### config.mk
export PLATFORM = sky130hd
export DESIGN_NAME = inst_fetch_unit
export DESIGN_NICKNAME = d
export VERILOG_FILES = /design/src/rtl/inst_fetch_unit.sv
export SDC_FILE = /design/constraint.sdc
export NUM_CORES = 1
export LEC_CHECK = 0
export BUFFER_PORTS_ARGS = -buffer_cell sky130_fd_sc_hd__buf_2
export CAP_MARGIN = 20
export CORE_UTILIZATION = 50
export CTS_CLUSTER_SIZE = 16
export DETAILED_ROUTE_END_ITERATION = 8
export PLACE_DENSITY_LB_ADDON = 0.25
export SYNTH_ARGS = -nofsm -noshare
export SYNTH_HDL_FRONTEND = slang
export SYNTH_SLANG_ARGS = --single-unit
### constraint.sdc
create_clock -name clk -period 10.6 [get_ports clk]
set_input_delay 0.53 -clock clk [delete_from_list [all_inputs] [get_ports clk]]
set_output_delay 0.53 -clock clk [all_outputs]
set_load 0.1 [all_outputs]
### src/rtl/inst_fetch_unit.sv
// Instruction fetch front end: owns the PC, requests words from instruction memory, and queues them for decode.
// Latency: grant -> inst_valid_o is 2 cycles (1-cycle memory read, then a registered FIFO head).
// Backpressure: requests stop when buffered plus in-flight words reach DEPTH; jump_flag_i flushes everything.
module inst_fetch_unit #(
    parameter logic [31:0] RESET_PC = 32'h0000_0000,
    parameter int          DEPTH    = 2
) (
    input  logic        clk,
    input  logic        rst,
    input  logic        jump_flag_i,
    input  logic [31:0] jump_addr_i,
    output logic        imem_req_o,
    output logic [31:0] imem_addr_o,
    input  logic        imem_gnt_i,
    input  logic        imem_rvalid_i,
    input  logic [31:0] imem_rdata_i,
    output logic        inst_valid_o,
    output logic [31:0] inst_o,
    output logic [31:0] inst_addr_o,
    input  logic        inst_ready_i
);

    localparam int          PTR_W   = (DEPTH > 1) ? $clog2(DEPTH) : 1;
    localparam int          CNT_W   = PTR_W + 1;
    localparam logic [31:0] NOP     = 32'h0000_0013;
    localparam logic [31:0] PC_INIT = RESET_PC & 32'hFFFF_FFFC;

    logic [31:0]      pc_q, pc_d;
    logic [31:0]      fetch_addr_q, fetch_addr_d;
    logic             inflight_q, inflight_d;
    logic             discard_q, discard_d;
    logic [CNT_W-1:0] count_q, count_d;
    logic [PTR_W-1:0] wr_ptr_q, wr_ptr_d;
    logic [PTR_W-1:0] rd_ptr_q, rd_ptr_d;
    logic [31:0]      mem_addr_q [DEPTH];
    logic [31:0]      mem_addr_d [DEPTH];
    logic [31:0]      mem_inst_q [DEPTH];
    logic [31:0]      mem_inst_d [DEPTH];

    logic [CNT_W:0]   occupancy;
    logic             grant;
    logic             push;
    logic             pop;

    // Credit check, handshakes and FIFO head outputs.
    always_comb begin
        occupancy    = {1'b0, count_q} + {{CNT_W{1'b0}}, inflight_q};
        imem_req_o   = !rst && !jump_flag_i && (occupancy < (CNT_W + 1)'(DEPTH));
        imem_addr_o  = pc_q;
        grant        = imem_req_o && imem_gnt_i;
        // A response arriving in a redirect cycle belongs to the old stream, so it is dropped here.
        push         = inflight_q && imem_rvalid_i && !discard_q && !jump_flag_i;
        inst_valid_o = (count_q != '0);
        pop          = inst_valid_o && inst_ready_i && !jump_flag_i;
        inst_o       = inst_valid_o ? mem_inst_q[rd_ptr_q] : NOP;
        inst_addr_o  = inst_valid_o ? mem_addr_q[rd_ptr_q] : 32'h0000_0000;
    end

    // Next-state for PC, in-flight tracking and FIFO bookkeeping; redirect overrides everything.
    always_comb begin
        pc_d         = pc_q;
        fetch_addr_d = grant ? pc_q : fetch_addr_q;
        inflight_d   = grant;
        discard_d    = discard_q;
        count_d      = count_q;
        wr_ptr_d     = wr_ptr_q;
        rd_ptr_d     = rd_ptr_q;
        mem_addr_d   = mem_addr_q;
        mem_inst_d   = mem_inst_q;
        if (jump_flag_i) begin
            pc_d     = jump_addr_i & 32'hFFFF_FFFC;
            count_d  = '0;
            wr_ptr_d = '0;
            rd_ptr_d = '0;
            // Read latency is exactly one cycle, so an in-flight response normally lands in this
            // very cycle and is killed by the push gate; only a late one needs the discard flag.
            discard_d = inflight_q && !imem_rvalid_i;
        end else begin
            if (grant) begin
                pc_d = pc_q + 32'd4;
            end
            if (inflight_q && imem_rvalid_i && discard_q) begin
                discard_d = 1'b0;
            end
            if (push) begin
                mem_addr_d[wr_ptr_q] = fetch_addr_q;
                mem_inst_d[wr_ptr_q] = imem_rdata_i;
                wr_ptr_d             = wr_ptr_q + PTR_W'(1);
            end
            if (pop) begin
                rd_ptr_d = rd_ptr_q + PTR_W'(1);
            end
            unique case ({push, pop})
                2'b10:   count_d = count_q + CNT_W'(1);
                2'b01:   count_d = count_q - CNT_W'(1);
                default: count_d = count_q;
            endcase
        end
    end

    // Control state, cleared asynchronously.
    always_ff @(posedge clk or posedge rst) begin
        if (rst) begin
            pc_q         <= PC_INIT;
            fetch_addr_q <= 32'h0000_0000;
            inflight_q   <= 1'b0;
            discard_q    <= 1'b0;
            count_q      <= '0;
            wr_ptr_q     <= '0;
            rd_ptr_q     <= '0;
        end else begin
            pc_q         <= pc_d;
            fetch_addr_q <= fetch_addr_d;
            inflight_q   <= inflight_d;
            discard_q    <= discard_d;
            count_q      <= count_d;
            wr_ptr_q     <= wr_ptr_d;
            rd_ptr_q     <= rd_ptr_d;
        end
    end

    // FIFO storage; contents are only observed through count_q, so no reset is needed.
    always_ff @(posedge clk) begin
        mem_addr_q <= mem_addr_d;
        mem_inst_q <= mem_inst_d;
    end

    // Credit accounting must make a push into a full FIFO impossible.
    assert property (@(posedge clk) disable iff (rst) !(push && (count_q == CNT_W'(DEPTH))));

endmodule

==> results.toml <==
[drt]
drtAntennaViolNets = 0
vias = 5376
drtIter0Drc = 389
viasPerCell = 5.312
finalWirelength_mm = 16.36
drc_errors = 0
wl_per_cell_um = 16.16
dr.pass1.iters = 5

[clock_network]
cts-resized-gates = 0
root_buffer = "clkbuf_16"
post_cts_buffers = 0
clock-sinks = 190
cts_tree = "yes"
htree_num_levels = 4
clockBufferDepth = 2
hold_buffers = 0
cts_buffers = 17
clk_pin_slew_ns = 0.07
clkLatencyLatePin_ns = 0.43

[global_routing]
gr-usage-all-layers_pct = 20.91
antenna_found_initial = 0
grt_start_max_net_pins = 67
grt_pass1_vias = 5173
grt_pass1_wl_mm = 26.08
gr-total-overflow = 0

[synthesis]
yosysMostFrequentCell = "edfxtp_1"
async_flop_share_pct = 34.74
synth-warning-count = 0
synth_area_mm2 = 0.007916
synth.avg_cell_area_um2 = 12.47
yosys_most_used_dff = "edfxtp_1"
ys_seq_area_share_pct = 67.90
synth_cell_type_count = 48
ys_ff_latch = 190
netlist_top_cells_count = "edfxtp_1 (124), nand2_1 (113), nor2_1 (75), dfrtp_1 (66), mux2i_1 (66)"
netlist_top_cells_area = "edfxtp_1 (47%), dfrtp_1 (21%), mux2i_1 (8.3%), nand2_1 (5.4%), nor2_1 (3.6%)"
synth.largest_area_cell = "edfxtp_1"
synth_enable_flop_cells = 124
postSynthCellCount = 635
synth_top_area_share_pct = 47.04

[power]
p_clk_share_pct = 34.8
worst_ir_drop_vdd_v = 0.0001204
power_switching_uw = 499.8
p_seq_share_pct = 51.9
p_leak_uw = 0.003874
netSwitchingFraction_pct = 29.51
intPower_uw = 1194
p_per_area_mw_per_mm2 = 179.4
pwr-share-comb_pct = 13.3

[finish]
antenna_cells = 0
layout-drive-gt1-share_pct = 26.47
syn_to_final_growth_pct = 19.25
layout.nets = 859
final_cells = 1012

[worst_setup_path]
timing.rr.start = "count_q[1]$_DFFE_PP0P_"
rrSetupSlack_ns = 8.01
crit_type = "flop to primary output"
reg2reg_depth = 6
crit-reg2reg-capture = "imem_addr_o[29]$_DFFE_PP0P_"
crit_arrival_ns = 2.45
worstPathRequired_ns = 10.07
worstPathMaxFanout = 63
crit_path_end_kind = "primary output"
critPathLaunchType = "flop"

[sta]
timing.final.crit_share_pct = 28.07
period_minus_slack_ns = 2.975
final.setup.tns_ns = 0
slew_headroom_pct = 24.52
slew_violations = 0
worst_slew_pin_slew_ns = 1.132
rsz0062_at_grt = "false"
fin_ws_ns = 7.625
finalHoldViolCount = 0
setup_viol = 0
fmax_ghz = 0.3361
finClkSkew_ns = 0.006658

[place]
post-dp-hpwl_mm = 10.56
port-buffer-count = 161
pre_cts_slack_ns = 7.630
dp.cells = 980
gp_congestion = 0.8417

[floorplanning]
rows = 45
die_x_um = 127.8
dieArea_mm2 = 0.01634
ios = 168
die_h_um = 127.8
coreArea_mm2 = 0.01531
start_util_pct = 51.69

[worst_hold_path]
min-delay-start = "imem_rdata_i[26]"
hold_path_end = "mem_inst_q[26]$_DFFE_PP_"
whs_path_depth = 1
min_path_type = "primary input to flop"

[flow_run]
cap_viol_max_count = 0

[status]
status = "finished clean"
per-stage QoR:
stage / cell area (um2) / hold slack (ns) / total power [uW] / util (%)
finish: 9440 / 0.2870 / 1694 / 61.64
global route: 9440 / 0.2633 / 1754 / 61.64
CTS: 9440 / 0.2695 / 1704 / 61.64
detailed placement: 8894 / 0.4591 / 1119 / 58.07
global placement: 8894 / 0.4501 / 1111 / 58.07
floorplan: 7928 / 0.4419 / 1061 / -
power by group through the flow:
| stage | clock [uW] | sequential (uW) | combinational (uW) |
|---|---|---|---|
| 2_1_floorplan | 0 | 966 | 95.1 |
| 3_3_place_gp | 0 | 891 | 220 |
| 3_5_place_dp | 0 | 894 | 225 |
| 4_1_cts | 599 | 879 | 226 |
| 5_1_grt | 629 | 885 | 240 |
| 6_report | 590 | 879 | 225 |
registers in the layout, summed over array words and instances, names as in the netlist:
name / count
wr_ptr_q: 1
fetch_addr_q: 30
discard_q: 1
imem_addr_o: 30
inflight_q: 1
mem_inst_q: 64
rd_ptr_q: 1
count_q: 2
mem_addr_q: 60
logic make-up after synthesis:
logic type               Yosys count  share of synthesized area [%]
AND/OR/NAND/NOR                  250                          13.97
XOR/XNOR                           9                         0.9958
AO/OA/AOI/OAI                     68                          5.690
adder cells (fa/ha/maj)            1                         0.1580
buffers and inverters             50                          2.892
flip-flops                       190                          67.90
other                              1                        0.04737
multiplexers                      66                          8.345
cell usage in the layout (no fill, tap or decap), types with 3 or more instances in the layout:
master     synthesis  final
and4_1             3      3
buf_2              3    161
a21oi_1           12     12
and2_1             3      3
or4_1              4      4
a31oi_1            3      3
nor3_1             6      5
xor2_1             8      8
mux2i_1           66     66
nand4_1           10     10
clkinv_2           0      4
o311ai_0           5      5
nor2_1            75     74
conb_1             1      4
o211ai_1           6      6
o21ai_0           26     26
inv_1             13     12
dfrtp_1           66     65
buf_4              4      7
a221o_1            5      5
and3_1             6      6
nor4_1             4      4
inv_6              0      6
nand2_1          113    112
nand3_1           15     15
edfxtp_1         124    124
clkbuf_16          0     17
routing by layer:
metal	up-vias	share of wire [%]	GRT usage (%)
met1	2549	46	28.51
met5	-	0	0
li1	2583	-	-
met4	0	1.8	7.405
met3	27	7.2	5.509
met2	217	46	32.58
how the worst max path moves through the flow:
| stage | from | endpoint | cells past startpoint |
|---|---|---|---|
| 2_1_floorplan | jump_flag_i | mem_addr_q[10]$_DFFE_PP_ | 3 |
| 3_3_place_gp | jump_flag_i | imem_addr_o[11]$_DFFE_PP0P_ | 8 |
| 3_5_place_dp | jump_flag_i | imem_addr_o[29]$_DFFE_PP0P_ | 8 |
| 4_1_cts | rd_ptr_q$_DFFE_PP0P_ | inst_addr_o[25] | 3 |
| 5_1_grt | count_q[0]$_DFFE_PP0P_ | inst_addr_o[23] | 4 |
| 6_report | rd_ptr_q$_DFFE_PP0P_ | inst_o[31] | 3 |
area by class of cell:
class | instances | area, um2
Clock buffer | 18 | 439.2
Fill cell | 1265 | 5874
Timing Repair Buffer | 168 | 858.3
Clock inverter | 14 | 107.6
Inverter | 13 | 48.80
Sequential cell | 190 | 5379
Multi-Input combinational cell | 398 | 2344
Tap cell | 211 | 264.0
worst max-delay path, stage by stage (launching register included):
cell and delay (ns):
dfrtp_4 1.12, mux2i_1 0.17, nor2_1 0.16, buf_2 0.44
Note: power is estimated with default switching activity, not from simulation.
